===== src/rtl/latex_stream_pkg.sv =====
// rtl/latex_stream_pkg.sv - shared types, character constants and word lane select for the pair streamer
package latex_stream_pkg;

   localparam int CHAR_BITS = 8;
   localparam logic [CHAR_BITS-1:0] NUL_CHAR     = 8'h00;
   localparam logic [CHAR_BITS-1:0] DEF_PAD_CHAR = 8'h20;

   typedef enum logic [3:0] {
      S_IDLE,
      S_PTR_REQ,
      S_PTR_WAIT,
      S_FETCH_L,
      S_FETCH_R,
      S_CAPT,
      S_EMIT0,
      S_EMIT1,
      S_DONE
   } state_t;

   // char0 occupies the upper half of a packed ROM word
   function automatic logic [CHAR_BITS-1:0] pick_char(input logic [2*CHAR_BITS-1:0] word,
                                                      input logic sel);
      return sel ? word[CHAR_BITS-1:0] : word[2*CHAR_BITS-1:CHAR_BITS];
   endfunction

endpackage


===== src/rtl/stream_lane.sv =====
// rtl/stream_lane.sv - one string lane: address counter, word buffer, terminator tracking
module stream_lane
   import latex_stream_pkg::*;
#(
   parameter int                ADDR_W   = 8,
   parameter int                CHAR_W   = CHAR_BITS,
   parameter logic [CHAR_W-1:0] PAD_CHAR = DEF_PAD_CHAR
) (
   input  logic                clk,
   input  logic                rst,
   input  logic                load,
   input  logic [ADDR_W-1:0]   base,
   input  logic                capture,
   input  logic [2*CHAR_W-1:0] word_in,
   input  logic                sel,
   input  logic                step,
   input  logic                advance,
   output logic [ADDR_W-1:0]   addr,
   output logic [ADDR_W-1:0]   addr_next,
   output logic                ended_now,
   output logic [CHAR_W-1:0]   beat_char
);

   logic [2*CHAR_W-1:0] word_q;
   logic                ended_q;
   logic [CHAR_W-1:0]   cur_char;

   assign cur_char  = pick_char(word_q, sel);
   assign ended_now = ended_q || (cur_char == NUL_CHAR);
   assign beat_char = ended_now ? PAD_CHAR : cur_char;

   // an ended lane freezes its address; wrap is modulo 2**ADDR_W
   always_comb begin
      addr_next = addr;
      if (load)
         addr_next = base;
      else if (advance && !ended_now)
         addr_next = addr + ADDR_W'(1);
   end

   always_ff @(posedge clk or posedge rst) begin
      if (rst) begin
         addr    <= '0;
         word_q  <= '0;
         ended_q <= 1'b0;
      end else begin
         addr <= addr_next;
         if (capture)
            word_q <= word_in;
         if (load)
            ended_q <= 1'b0;
         else if (step)
            ended_q <= ended_now;
      end
   end

endmodule


===== src/rtl/latex_pair_streamer.sv =====
// rtl/latex_pair_streamer.sv - streams aligned LHS/RHS character pairs for one pointer-ROM line
module latex_pair_streamer
   import latex_stream_pkg::*;
#(
   parameter int                LINE_W    = 6,
   parameter int                NUM_LINES = 51,
   parameter int                ADDR_W    = 8,
   parameter int                CHAR_W    = CHAR_BITS,
   parameter int                MAX_CHARS = 64,
   parameter logic [CHAR_W-1:0] PAD_CHAR  = DEF_PAD_CHAR
) (
   input  logic                clk,
   input  logic                rst,
   input  logic                start,
   input  logic                repeat_en,
   input  logic [LINE_W-1:0]   line,
   output logic [LINE_W-1:0]   ptr_line,
   input  logic [2*ADDR_W-1:0] ptr_data,
   output logic [ADDR_W-1:0]   mem_addr,
   input  logic [2*CHAR_W-1:0] mem_dout,
   output logic [CHAR_W-1:0]   lhs_char,
   output logic [CHAR_W-1:0]   rhs_char,
   output logic                out_valid,
   input  logic                out_ready,
   output logic                busy,
   output logic                done,
   output logic                err
);

   localparam int          CNT_W       = $clog2(MAX_CHARS + 1);
   localparam logic [31:0] NUM_LINES_U = NUM_LINES;

   state_t              state;
   logic [LINE_W-1:0]   line_q;
   logic                rep_q;
   logic [CNT_W-1:0]    beat_cnt;

   logic                emit, sel, both_end, accept;
   logic [ADDR_W-1:0]   l_addr, l_addr_next, r_addr, r_addr_next;
   logic                l_end, r_end;
   logic [CHAR_W-1:0]   l_char, r_char;

   assign emit      = (state == S_EMIT0) || (state == S_EMIT1);
   assign sel       = (state == S_EMIT1);
   assign both_end  = l_end && r_end;
   assign out_valid = emit && !both_end;
   assign accept    = out_valid && out_ready;
   assign lhs_char  = out_valid ? l_char : '0;
   assign rhs_char  = out_valid ? r_char : '0;
   assign busy      = (state != S_IDLE);

   stream_lane #(.ADDR_W(ADDR_W), .CHAR_W(CHAR_W), .PAD_CHAR(PAD_CHAR)) u_lhs (
      .clk       (clk),
      .rst       (rst),
      .load      (state == S_PTR_WAIT),
      .base      (ptr_data[ADDR_W-1:0]),
      .capture   (state == S_FETCH_R),
      .word_in   (mem_dout),
      .sel       (sel),
      .step      (accept),
      .advance   (accept && sel),
      .addr      (l_addr),
      .addr_next (l_addr_next),
      .ended_now (l_end),
      .beat_char (l_char)
   );

   stream_lane #(.ADDR_W(ADDR_W), .CHAR_W(CHAR_W), .PAD_CHAR(PAD_CHAR)) u_rhs (
      .clk       (clk),
      .rst       (rst),
      .load      (state == S_PTR_WAIT),
      .base      (ptr_data[2*ADDR_W-1:ADDR_W]),
      .capture   (state == S_CAPT),
      .word_in   (mem_dout),
      .sel       (sel),
      .step      (accept),
      .advance   (accept && sel),
      .addr      (r_addr),
      .addr_next (r_addr_next),
      .ended_now (r_end),
      .beat_char (r_char)
   );

   // mem_addr is loaded one state early so ROM data lands in FETCH_R / CAPT
   always_ff @(posedge clk or posedge rst) begin
      if (rst) begin
         state    <= S_IDLE;
         line_q   <= '0;
         rep_q    <= 1'b0;
         beat_cnt <= '0;
         ptr_line <= '0;
         mem_addr <= '0;
         done     <= 1'b0;
         err      <= 1'b0;
      end else begin
         done <= 1'b0;
         err  <= 1'b0;
         case (state)
            S_IDLE: begin
               if (start) begin
                  if (32'(line) >= NUM_LINES_U) begin
                     err <= 1'b1;
                  end else begin
                     line_q   <= line;
                     rep_q    <= repeat_en;
                     ptr_line <= line;
                     state    <= S_PTR_REQ;
                  end
               end
            end
            S_PTR_REQ:  state <= S_PTR_WAIT;
            S_PTR_WAIT: begin
               mem_addr <= l_addr_next;
               beat_cnt <= '0;
               state    <= S_FETCH_L;
            end
            S_FETCH_L: begin
               mem_addr <= r_addr;
               state    <= S_FETCH_R;
            end
            S_FETCH_R:  state <= S_CAPT;
            S_CAPT:     state <= S_EMIT0;
            S_EMIT0, S_EMIT1: begin
               if (both_end) begin
                  state <= S_DONE;
               end else if (accept) begin
                  beat_cnt <= beat_cnt + CNT_W'(1);
                  if (beat_cnt == CNT_W'(MAX_CHARS - 1)) begin
                     err   <= 1'b1;
                     state <= S_DONE;
                  end else if (state == S_EMIT0) begin
                     state <= S_EMIT1;
                  end else begin
                     mem_addr <= l_addr_next;
                     state    <= S_FETCH_L;
                  end
               end
            end
            S_DONE: begin
               done <= 1'b1;
               if (rep_q && start) begin
                  ptr_line <= line_q;
                  state    <= S_PTR_REQ;
               end else begin
                  state <= S_IDLE;
               end
            end
            default: state <= S_IDLE;
         endcase
      end
   end

   logic unused_ok;
   assign unused_ok = ^r_addr_next;

endmodule


===== config.mk =====
export PLATFORM = sky130hd
export DESIGN_NAME = latex_pair_streamer
export DESIGN_NICKNAME = d
export VERILOG_FILES = /design/src/rtl/latex_stream_pkg.sv /design/src/rtl/stream_lane.sv /design/src/rtl/latex_pair_streamer.sv
export SDC_FILE = /design/constraint.sdc
export NUM_CORES = 1
export LEC_CHECK = 0
export BUFFER_PORTS_ARGS = -buffer_cell sky130_fd_sc_hd__buf_2
export CAP_MARGIN = 20
export CORE_MARGIN = 1
export CORE_UTILIZATION = 60
export CTS_CLUSTER_SIZE = 20
export DETAILED_ROUTE_END_ITERATION = 12
export PLACE_DENSITY = 0.81
export RECOVER_POWER = 100
export SYNTH_ARGS = -nofsm -noshare
export SYNTH_HDL_FRONTEND = slang
export SYNTH_SLANG_ARGS = --single-unit

===== constraint.sdc =====
create_clock -name clk -period 6.3 [get_ports clk]
set_clock_uncertainty 0.15 [all_clocks]
set_input_delay 0.315 -clock clk [delete_from_list [all_inputs] [get_ports clk]]
set_output_delay 0.315 -clock clk [all_outputs]
set_load 0.1 [all_outputs]

# Yosys cells after proc, flatten, opt, wreduce, memory -nomap -nowiden
# Cells that the tools add are included.
# W data, S select, Z words.
# word_totals
reg_bits	84
input_bits	43
out_inout_bits	34
elab_cells	105
# op_classes
n_addsub	3
order_cmp	1
n_eq_ne	17
muxes	41
bitwise	1
n_reduce_logical	28
# ops
operator	count
$mux W8	14
$pmux W4 S8	1
$pmux W8 S3	1
$mux W4	5
$mux W6	3
$add A8 B1 Y8 const B	2
$eq A4 B3 Y1 const B	4
$logic_not A8 Y1	2
$mux W7	2
$ne A2 B2 Y1 const B	7
$pmux W7 S2	1
$pmux W6 S2	1
$mux W1	11
$reduce_and A3 Y1	3
$eq A4 B2 Y1 const B	2
$reduce_bool A2 Y1	4
$add A7 B1 Y7 const B	1
$eq A7 B6 Y1 const B	1
$logic_and A1 B1 Y1	7
$ge A6 B6 Y1 const B	1
$reduce_and A5 Y1	1
$eq A4 B1 Y1 const B	1
$eq A4 B4 Y1 const B	1
$logic_not A4 Y1	1
10 further kinds	14

# Logic depth before layout (Yosys ltp)
# Gate-level depths: netlist of run 1.
# depth
word_depth	17
ltp_mapped	9
depth_no_buf	7

# Cells and area by module
# From an unflattened synthesis of run 1, not the netlist that was laid out.
# hier_totals
hier_cells	397
area_unflattened_um2	4500.6
# modules_own_cells
module	n_inst	cells_per_inst	area_each_um2	seq_area_each_um2
stream_lane	2	111	1277.5	625.6
latex_pair_streamer	1	175	1945.6	850.8

# Least setup slack after synthesis of run 1
# OpenSTA, ideal clock, no wires.
# synth_path
path_kind	register to output
from	register state[3]
to	output lhs_char[5]
arrival_time_ns	3.612
t_required_ns	5.835
setup_slack_ns	2.223
stages_incl_launch_ff	8
path_buffers	2
cell_sequence	dfrtp_1 buf_2 nand4b_4 buf_2 nand3_2 o21ai_1 o22ai_1 o21a_1
# synth_between
elab_chain_cells	8
# synth_rtl
item	line_no	text
start, declared	latex_pair_streamer.sv:33	state_t state;
start signal, assigned	latex_pair_streamer.sv:87	state <= S_IDLE;
start signal, assigned	latex_pair_streamer.sv:107	state <= S_PTR_REQ;
start signal, assigned	latex_pair_streamer.sv:111	S_PTR_REQ: state <= S_PTR_WAIT;
$eq A4 B3 Y1	latex_pair_streamer.sv:43, latex_pair_streamer.sv:44	
$mux W8	latex_stream_pkg.sv:23	return sel ? word[CHAR_BITS-1:0] : word[2*CHAR_BITS-1:CHAR_BITS];
$logic_not A8 Y1	stream_lane.sv:29	assign ended_now = ended_q || (cur_char == NUL_CHAR);
$logic_or A1 B1 Y1	stream_lane.sv:29	
$logic_and A1 B1 Y1	latex_pair_streamer.sv:45	assign both_end = l_end && r_end;
$logic_not A1 Y1	latex_pair_streamer.sv:46	assign out_valid = emit && !both_end;
$logic_and A1 B1 Y1 *	latex_pair_streamer.sv:46	
net out_valid	latex_pair_streamer.sv:23	output logic out_valid,
$mux W8 *	latex_pair_streamer.sv:48	assign lhs_char = out_valid ? l_char : '0;
end, declared	latex_pair_streamer.sv:21	output logic [CHAR_W-1:0] lhs_char,
# The timed path passes the listed nets; every way through them passes the cells marked *.

# Worst setup path in the final report of run 1
# layout_path
from	register state[0]
to	register u_rhs.addr[7]
# layout_between
elab_chain_cells	11
# layout_rtl
item	line_no	text
$eq A4 B3 Y1	latex_pair_streamer.sv:43, latex_pair_streamer.sv:44	
$mux W8	latex_stream_pkg.sv:23	
$logic_not A8 Y1	stream_lane.sv:29	
$logic_or A1 B1 Y1	stream_lane.sv:29	
$logic_and A1 B1 Y1	latex_pair_streamer.sv:45	
$logic_not A1 Y1	latex_pair_streamer.sv:46	
$logic_and A1 B1 Y1	latex_pair_streamer.sv:46	
$logic_and A1 B1 Y1	latex_pair_streamer.sv:47	assign accept = out_valid && out_ready;
$logic_and A1 B1 Y1	latex_pair_streamer.sv:77	.advance (accept && sel),
$logic_and A1 B1 Y1	stream_lane.sv:37	else if (advance && !ended_now)
$reduce_bool A2 Y1 (no line)	n/a	
end signal, assigned	stream_lane.sv:47	addr <= addr_next;
end, declared	stream_lane.sv:18	output logic [ADDR_W-1:0] addr,
# Several ways; a longest one is shown, not always the timed one.
# A chain may end at the register's enable or synchronous reset.

==> results.md, run 1 <==
- Outcome: finished with violations
- Violations in the final reports: capacitance limit, slew limit
- Largest net degree at the start of global routing: 85
- Final-report hold violation count: 0
- Vias per cell: roughly 5.8
- M1 WL: 4050 microns
- Synth unique cells: 55
- Final min period: around 4.7 ns
- Hold WC Path Type: in2reg
- CTS root buf: clkbuf_8
- Commonest non-fill, non-tap cell in the layout: dfrtp_1
- Final worst path period share: 0.740
- DR vias: roughly 3,400
- Final WL: slightly below 10,000 microns
- Final core utilization: 0.707
- Synth Register Bits: 84
- Vias in the first global route: about 3,300
- Met3 WL: roughly 660 microns
- Worst Hold End: u_rhs.addr[2]
- Final GP Congestion: 0.911
- Core area: 0.00687 sq mm
- Post-DRT Antenna Nets: 0
- Reg2reg setup slack: roughly 1.6 ns
- Fin nets: roughly 530
- Met2 routed WL: around 4800 microns
- Placed cells: roughly 560
- Worst-path clk slew: ~0.090 ns
- First-pass GRT wire length: around 15,000 microns
- Die width: 86.9 microns
- Wire per inst: 16.7 microns
- Element type at the critical path start: register
- Clock Latency Late Sink: roughly 0.36 ns
- Reg area: 0.00210 sq mm
- Post-synthesis sequential area ratio: 0.486
- Die area: about 0.0075 sq mm
- Max Buffers Root-to-Sink: 2
- Fraction of layout cells with a size suffix above 1: 0.235
- Number of port buffers: 76
- Iteration-0 DRC Markers: 261
- Synth async-reset ratio: 1.00
- Worst slew pin tran: ~2.3 ns
- DRC Markers: 0
- Row count: 30
- # IOs: 77
- R2r worst-path depth: 6
- Slew Limit Fails: 56
- Largest cells by area after synthesis: dfrtp_1, mux2_2, nand2_1
- Yosys top cell area share: 0.486
- Critical Path RT: 6.37 ns
- Cell taking the most area after synthesis: dfrtp_1
- Cell Area, Synth: around 0.0043 sq mm
- RR Startpoint: state[0]
- Cells after synthesis: between 400 and 500
- N_diodes: 0
- Syn avg cell area: about 11 sq um
- Multi-input logic area: ~0.0020 sq mm
- Grt ovf: 0
- Htree depth: 3
- Final Setup Violations: 0
- Main synth FF type: dfrtp_1
- Setup CP Type: reg2reg
- Hold depth: 3
- Hold_sp: ptr_data[10]
- Max Fclk: roughly 210 MHz
- Total CTS buffers: 9
- Critical path arrival: ~4.7 ns
- Synth Warn #: 0
- Most frequent cells in the layout: dfrtp_1, nand2_1, mux2_2, buf_2, clkbuf_1
- Number of synthesized flops with an enable pin: 0
- GRT Total Usage: 0.271
- Crit path max fanout: 23
- Layout fillers: between 500 and 600
- Endpoint class of the critical path: register
- Relative slew slack: -0.575
- Area grow syn2layout: 12.4%
- Clock sink count: 84
- RSZ-0062 raised after global routing: false
- Top Metal Used: met4
- Worst R2R End: u_rhs.addr[7]
- CTS tree: yes
- Synth Net Count: between 400 and 500
- MaxCap Viol Count: 3
- Setup tns final: 0 ns
- Initial antenna violation count: 0
- HPWL Detailed: between 7000 and 8000 microns
- Initial Util: 0.629
- Pre-antenna DRT Iters: 4
- Final Instance Count excl. Fillers: slightly below 600
- Die Y: around 87 microns
[per-layer routing]
metal  vias up  global-route usage
met5         -                   0
met4         0               0.103
met3        24              0.0521
met2       155               0.441
met1      1629               0.361
li1       1593                   -
[synth_stat cells, drive strengths merged, types with 6 or more instances]
| cell | number |
|---|---|
| nor2 | 29 |
| inv | 6 |
| xor2 | 10 |
| mux2i | 11 |
| buf | 11 |
| and3 | 7 |
| nor4 | 8 |
| nand3 | 13 |
| mux2 | 46 |
| nand4 | 6 |
| clkbuf | 10 |
| a21oi | 36 |
| dfrtp | 84 |
| xnor2 | 6 |
| o21ai | 23 |
| nand2 | 60 |
[critical path, stage by stage, from the launching register on]
cell and delay [ns]:
dfrtp_1 0.79, nand4b_1 0.83, a2111oi_0 1.97, nand4_1 0.34, nor2_1 0.23, xnor2_1 0.13
o21ai_0 0.08
[stage by stage]
step	hold WS, ns	setup WS, ns	instance area [sq um]
after floorplan	0.282	2.22	4320
after global placement	0.306	3.28	4760
after detailed placement	0.315	3.14	4760
after CTS	0.00858	2.73	4970
after global routing	0.0188	1.28	4860
final	0.0164	1.64	4860
[cell type report]
class | instances | area share
Clock buffer | 10 | 0.0283
Clock inverter | 6 | 0.0144
Inverter | 6 | 0.00489
Multi-Input combinational cell | 299 | 0.416
Sequential cell | 84 | 0.433
Tap cell | 96 | 0.0247
Timing Repair Buffer | 81 | 0.0785
[flip-flops by register name, summed over array words and instances (netlist names)]
name,count
rep_q,1
done,1
err,1
u_lhs.ended_q,1
u_rhs.ended_q,1
ptr_line,6
line_q,6
mem_addr,8
beat_cnt,7
state,4
u_rhs.word_q,16
u_rhs.addr,8
u_lhs.addr,8
u_lhs.word_q,16
[worst max-delay path by stage]
stage / startpoint / to / slack [ns] / depth (start not counted)
6_report: state[0] / u_rhs.addr[7] / 1.64 / 6
5_1_grt: state[0] / u_rhs.addr[7] / 1.28 / 6
4_1_cts: state[0] / lhs_char[5] / 2.73 / 6
3_5_place_dp: state[0] / lhs_char[5] / 3.14 / 6
3_3_place_gp: state[0] / lhs_char[5] / 3.28 / 6
2_1_floorplan: state[3] / lhs_char[5] / 2.22 / 7
[cells by family after synthesis]
group / synth area share
buf+inv: 0.0269
mux: 0.145
simple gates: 0.172
compound gates: 0.129
xor+xnor: 0.0324
fa+ha+maj: 0.00868
flops: 0.486
[what timing repair did]
action	4_1_cts	5_1_grt
hold endpoints to repair	0	39
buffers inserted	0	0
hold buffers	0	1
resized for setup	0	0
Power of run 1 is left out: the tool's default activity adds up to more than one toggle a clock period on the data nets, which glitch-free logic cannot reach.
==> run 2: changes to the inputs <==
--- a/config.mk
+++ b/config.mk
@@ -5,13 +5,14 @@
 export SDC_FILE = /design/constraint.sdc
 export NUM_CORES = 1
 export LEC_CHECK = 0
+export ABC_AREA = 1
 export BUFFER_PORTS_ARGS = -buffer_cell sky130_fd_sc_hd__buf_2
 export CAP_MARGIN = 20
 export CORE_MARGIN = 1
-export CORE_UTILIZATION = 60
+export CORE_UTILIZATION = 56
 export CTS_CLUSTER_SIZE = 20
 export DETAILED_ROUTE_END_ITERATION = 12
-export PLACE_DENSITY = 0.81
+export PLACE_DENSITY = 0.76
 export RECOVER_POWER = 100
 export SYNTH_ARGS = -nofsm -noshare
 export SYNTH_HDL_FRONTEND = slang
==> constraint.sdc (replaced) <==
create_clock -name clk -period 4.5 [get_ports clk]
set_clock_uncertainty 0.15 [all_clocks]
set_input_delay 0.225 -clock clk [delete_from_list [all_inputs] [get_ports clk]]
set_output_delay 0.225 -clock clk [all_outputs]
set_load 0.1 [all_outputs]
==> results.md, run 2 <==
- Outcome: finished with violations
- Violations in the final reports: capacitance limit, slew limit
- Largest net degree at the start of global routing: 46
- Die width: slightly above 90 microns
- Clock sink count: 84
- Met2 routed WL: around 5400 microns
- Grt ovf: 0
- Core area: just under 0.008 sq mm
- Synth Net Count: 624
- CTS tree: yes
- Die area: 0.00826 sq mm
- Post_cts resized: 0
- DP Worst Slack: about 1.6 ns
- Setup tns final: 0 ns
- Final WS setup: ~0.78 ns
- Max Buffers Root-to-Sink: 2
- Number of synthesized flops with an enable pin: 0
- Setup CP Type: reg2out
- Vias per cell: approximately 5.3
- Die Y: just over 90 microns
- Synth Register Bits: 84
- Synth unique cells: 35
- Clock Latency Late Sink: 0.37 ns
- Commonest cells post-synth: nand2_1, dfrtp_1, inv_1
- N_diodes: 0
- Initial antenna violation count: 0
- Leading registers by flop count: u_lhs.word_q x16, u_rhs.word_q x16
- Layout fillers: about 670
- Wire per inst: 13.9 microns
- Most numerous cell in the Yosys netlist: nand2_1
- # IOs: 77
- DR vias: between 4,000 and 5,000
- DRC Markers: 0
- Fin nets: between 700 and 800
- Iteration-0 DRC Markers: 243
- Pre-antenna DRT Iters: 4
- Area grow syn2layout: 21.5%
- Cell taking the most area after synthesis: dfrtp_1
- Main synth FF type: dfrtp_1
- Fraction of layout cells with a size suffix above 1: 0.112
- Multi-input logic area: 0.00187 sq mm
- Met3 WL: around 610 microns
- MaxCap Viol Count: 1
- Synth Warn #: 0
- Critical Path RT: around 4.1 ns
- Hold WC Path Type: in2reg
- Setup bufs post-CTS: 0
- Initial Util: 0.576
- M1 WL: between 4000 and 5000 microns
- RSZ-0062 raised after global routing: false
- Htree depth: 3
- Most frequent cells in the layout: nand2_1, dfrtp_1, inv_1
- Final min period: approximately 3.7 ns
- CTS root buf: clkbuf_8
- Critical path arrival: between 3 and 4 ns
- Syn avg cell area: roughly 7.7 sq um
- Final WL: approximately 11,000 microns
- Element type at the critical path start: register
- Yosys top cell area share: 0.475
- Vias in the first global route: just over 4,000
- Largest cells by area after synthesis: dfrtp_1, nand2_1, inv_1
- Final worst path period share: 0.827
- Slew Limit Fails: 46
- Reg area: ~0.0021 sq mm
- Crit path max fanout: 16
- Cells after synthesis: 578
- HPWL Detailed: roughly 7600 microns
- Final-report hold violation count: 0
- Total CTS buffers: 9
- Post-DRT Antenna Nets: 0
- Final Setup Violations: 0
- Worst slew pin tran: between 2 and 2.5 ns
- Post-Place Cell Area: around 0.0049 sq mm
- Endpoint class of the critical path: output pin
- Top Metal Used: met4
- Final Instance Count excl. Fillers: 799
- Worst-path clk slew: 0.09 ns
- Relative slew slack: -0.383
- Cell Area, Synth: between 0.004 and 0.005 sq mm
- Post-synthesis sequential area ratio: 0.475
- Row count: 32
- Placed cells: ~740
- Final GP Congestion: between 0.9 and 1
- First-pass GRT wire length: about 19,000 microns
- Synth async-reset ratio: 1.00
- Design Area, Final: between 0.005 and 0.006 sq mm
- Number of port buffers: 76
- Commonest non-fill, non-tap cell in the layout: nand2_1
- GRT Total Usage: 0.289
- Max Fclk: between 200 and 300 MHz
[run 2: metal layers]
layer,GRT usage,vias up
li1,-,2058
met1,0.392,1985
met2,0.468,139
met3,0.0530,15
met4,0.0966,0
met5,0,-
[run 2: repair_timing]
item                                    CTS  global route
endpoints found under the setup margin    0             0
hold buffers                             39             0
endpoints found under the hold margin   102             0
[run 2: logic make-up (layout without fill, tap and decap cells)]
family	Yosys count	in the layout	synth area share
muxes	5	5	0.0127
DFF	84	84	0.475
AOI/OAI and AO/OA	87	87	0.111
buffers and inverters	96	215	0.0905
xor gates and xnor gates	5	5	0.00990
adders and majority gates	3	3	0.00849
and+or+nand+nor	298	298	0.292
[run 2: per-stage QoR]
| stage | hold slack, ns | utilization |
|---|---|---|
| after detailed placement | 0.251 | 0.631 |
| after global routing | 0.0422 | 0.699 |
| after floorplan | 0.196 | - |
| after CTS | 0.0327 | 0.711 |
| final | 0.0483 | 0.699 |
| after global placement | 0.248 | 0.631 |
[run 2: final cells by class]
type | count | share of cell area
tap | 102 | 0.0237
multi-input combinational | 398 | 0.348
timing repair buffer | 120 | 0.141
inverter | 79 | 0.0554
clock inverter | 7 | 0.0184
sequential | 84 | 0.391
clock buffer | 9 | 0.0230
[run 2: worst paths after layout]
path | start | cells past startpoint | to | slack, ns
worst max-delay path | state[2] | 13 | lhs_char[5] | 0.78
worst min-delay path | start | 3 | err | 0.05
worst max register to register | state[2] | 16 | mem_addr[1] | 1.07
worst min register to register | mem_addr[1] | 2 | mem_addr[1] | 0.34
max in group asynchronous | rst | 4 | mem_addr[5] | 1.68
min in group asynchronous | rst | 3 | u_rhs.word_q[9] | 0.77
[run 2: worst max-delay path: stages, from the launching register on]
cell and delay (ns):
dfrtp_1 0.43, inv_1 0.07, nor2_1 0.22, nand2_1 0.40, nand2_1 0.17, nand2_1 0.13
nand2_1 0.10, nor2_1 0.06, nand2_2 0.09, nand3_4 0.11, nand2_1 0.37, inv_1 0.16
a21oi_1 0.21, buf_2 0.47
Power of run 2 is left out for the same reason.
==> run 3: changes to the inputs <==
--- a/config.mk
+++ b/config.mk
@@ -5,7 +5,7 @@
 export SDC_FILE = /design/constraint.sdc
 export NUM_CORES = 1
 export LEC_CHECK = 0
-export ABC_AREA = 1
+export ABC_AREA = 0
 export BUFFER_PORTS_ARGS = -buffer_cell sky130_fd_sc_hd__buf_2
 export CAP_MARGIN = 20
 export CORE_MARGIN = 1
==> constraint.sdc (replaced) <==
create_clock -name clk -period 3.5 [get_ports clk]
set_clock_uncertainty 0.15 [all_clocks]
set_input_delay 0.175 -clock clk [delete_from_list [all_inputs] [get_ports clk]]
set_output_delay 0.175 -clock clk [all_outputs]
set_load 0.1 [all_outputs]
==> results.md, run 3 (synthesis gave the netlist of run 1 again) <==
- DP Worst Slack: between 0.8 and 0.9 ns
- Post-DRT Antenna Nets: 0
- First-pass GRT wire length: 16,600 microns
- MaxCap Viol Count: 0
- Worst slew pin tran: between 1 and 1.5 ns
- Commonest non-fill, non-tap cell in the layout: dfrtp_1
- Endpoint class of the critical path: output pin
- Initial Util: 0.587
- Clock Latency Late Sink: roughly 0.36 ns
- Die area: approximately 0.0081 sq mm
- RSZ-0062 raised after global routing: false
- Leading registers by flop count: u_lhs.word_q x16, u_rhs.word_q x16
- Largest net degree at the start of global routing: between 40 and 50
- Setup CP Type: reg2out
- Most frequent cells in the layout: dfrtp_1, nand2_1, mux2_2
- Fraction of layout cells with a size suffix above 1: 0.256
- Final GP Congestion: 0.850
- Clock sink count: 84
- Setup bufs post-CTS: 0
- Hold WC Path Type: in2reg
- Final WS setup: ~0.31 ns
- Final min period: 3.19 ns
- DR vias: roughly 3,500
- Critical path arrival: between 2 and 3 ns
- # IOs: 77
- N_diodes: 0
- RR Startpoint: state[1]
- Area grow syn2layout: 22.6%
- Setup tns final: 0 ns
- Iteration-0 DRC Markers: between 200 and 250
- GRT Total Usage: 0.262
- DRC Markers: 0
- CP peak stage delay: around 0.69 ns
- Final WL: between 9000 and 10,000 microns
- Vias per cell: roughly 5.6
- Outcome: complete, no violations
- Initial antenna violation count: 0
- Critical Path RT: ~3.2 ns
- Die width: around 90 microns
- Grt ovf: 0
- Final worst path period share: 0.911
- Core area: 0.00737 sq mm
- Max Buffers Root-to-Sink: 2
- CTS root buf: clkbuf_8
- Max Fclk: 314 MHz
- Total CTS buffers: 9
- Crit-path cells: nand4b_4 -> nand3_1 -> o21ai_0 -> o22ai_1 -> o21a_1 -> clkbuf_2
- Htree depth: 3
- Element type at the critical path start: register
- CP max-delay cell: dfrtp_1
- Vias in the first global route: between 3,000 and 4,000
- HPWL Detailed: 7020 microns
- Final-report hold violation count: 0
- Wire per inst: between 15 and 20 microns
- Post-Place Cell Area: approximately 0.0048 sq mm
- Fin nets: about 570
- Worst-path clk slew: about 0.09 ns
- Number of port buffers: 76
- Slew Limit Fails: 0
- Post_cts resized: 0
- Placed cells: 570
- Final Instance Count excl. Fillers: approximately 630
- Relative slew slack: 0.211
- Row count: 31
- Die Y: 89.9 microns
- Hold_sp: out_ready
- Pre-antenna DRT Iters: 5
- Crit path max fanout: 23
- Design Area, Final: approximately 0.0053 sq mm
- Crit. Startpoint: state[1]
- CTS tree: yes
- Final Setup Violations: 0
-- run 3: cell types whose count changed in the layout (fill, tap and decap cells not counted), sizes merged, moves of 6 or more --
| cell | delta |
|---|---|
| xor2 | +7 |
| nor4 | +8 |
| inv | -73 |
| nor2 | -36 |
| o21ai | -11 |
| a31oi | -7 |
| clkbuf | +6 |
| nand2 | -121 |
| mux2i | +11 |
| nor3 | -6 |
| nand3 | -23 |
| mux2 | +41 |
| and3 | +7 |
-- run 3: final timing paths --
path	slack [ns]	cells past startpoint	endpoint
max	0.31	6	lhs_char[5]
min	0.03	3	state[0]
max reg2reg	0.55	6	u_rhs.addr[6]
min reg2reg	0.33	2	ptr_line[3]
max in group asynchronous	1.40	4	u_rhs.addr[4]
min in group asynchronous	0.28	3	u_rhs.word_q[5]
-- run 3: timing repair --
item / in CTS / in global routing
endpoints found under the hold margin: 95 / 0
hold buffers: 40 / 0
setup endpoints to repair: 0 / 0
-- run 3: per-stage QoR --
stage / hold WS [ns] / util
3_3_place_gp: -0.0264 / 0.650
2_1_floorplan: 0.142 / -
4_1_cts: 0.0202 / 0.732
5_1_grt: 0.0482 / 0.719
3_5_place_dp: -0.0167 / 0.650
6_report: 0.0316 / 0.719
-- run 3: per-layer routing --
layer / GRT usage / share of wire / vias up
met1: 0.351 / 0.44 / 1682
met4: 0.0766 / 0.016 / 0
met5: 0 / 0 / -
met3: 0.0584 / 0.054 / 17
li1: - / - / 1679
met2: 0.429 / 0.49 / 113
-- run 3: final cells by class --
type / instances / area [sq um]
multi-input cells: 299 / 2060
clock inverters: 5 / 60.1
repair buffers: 122 / 786
fillers: 561 / 2070
flip-flops and latches: 84 / 2100
inverters: 6 / 23.8
clock buffers: 11 / 141
well taps: 99 / 124
-- run 3: worst max-delay path: cells and delay by family, from the launching register on --
| kind | cells | cell delay (ns) |
|---|---|---|
| buf+inv | 1 | 0.46 |
| simple gates | 2 | 0.59 |
| compound gates | 3 | 0.76 |
| flops | 1 | 0.69 |
Power of run 3 is left out for the same reason.
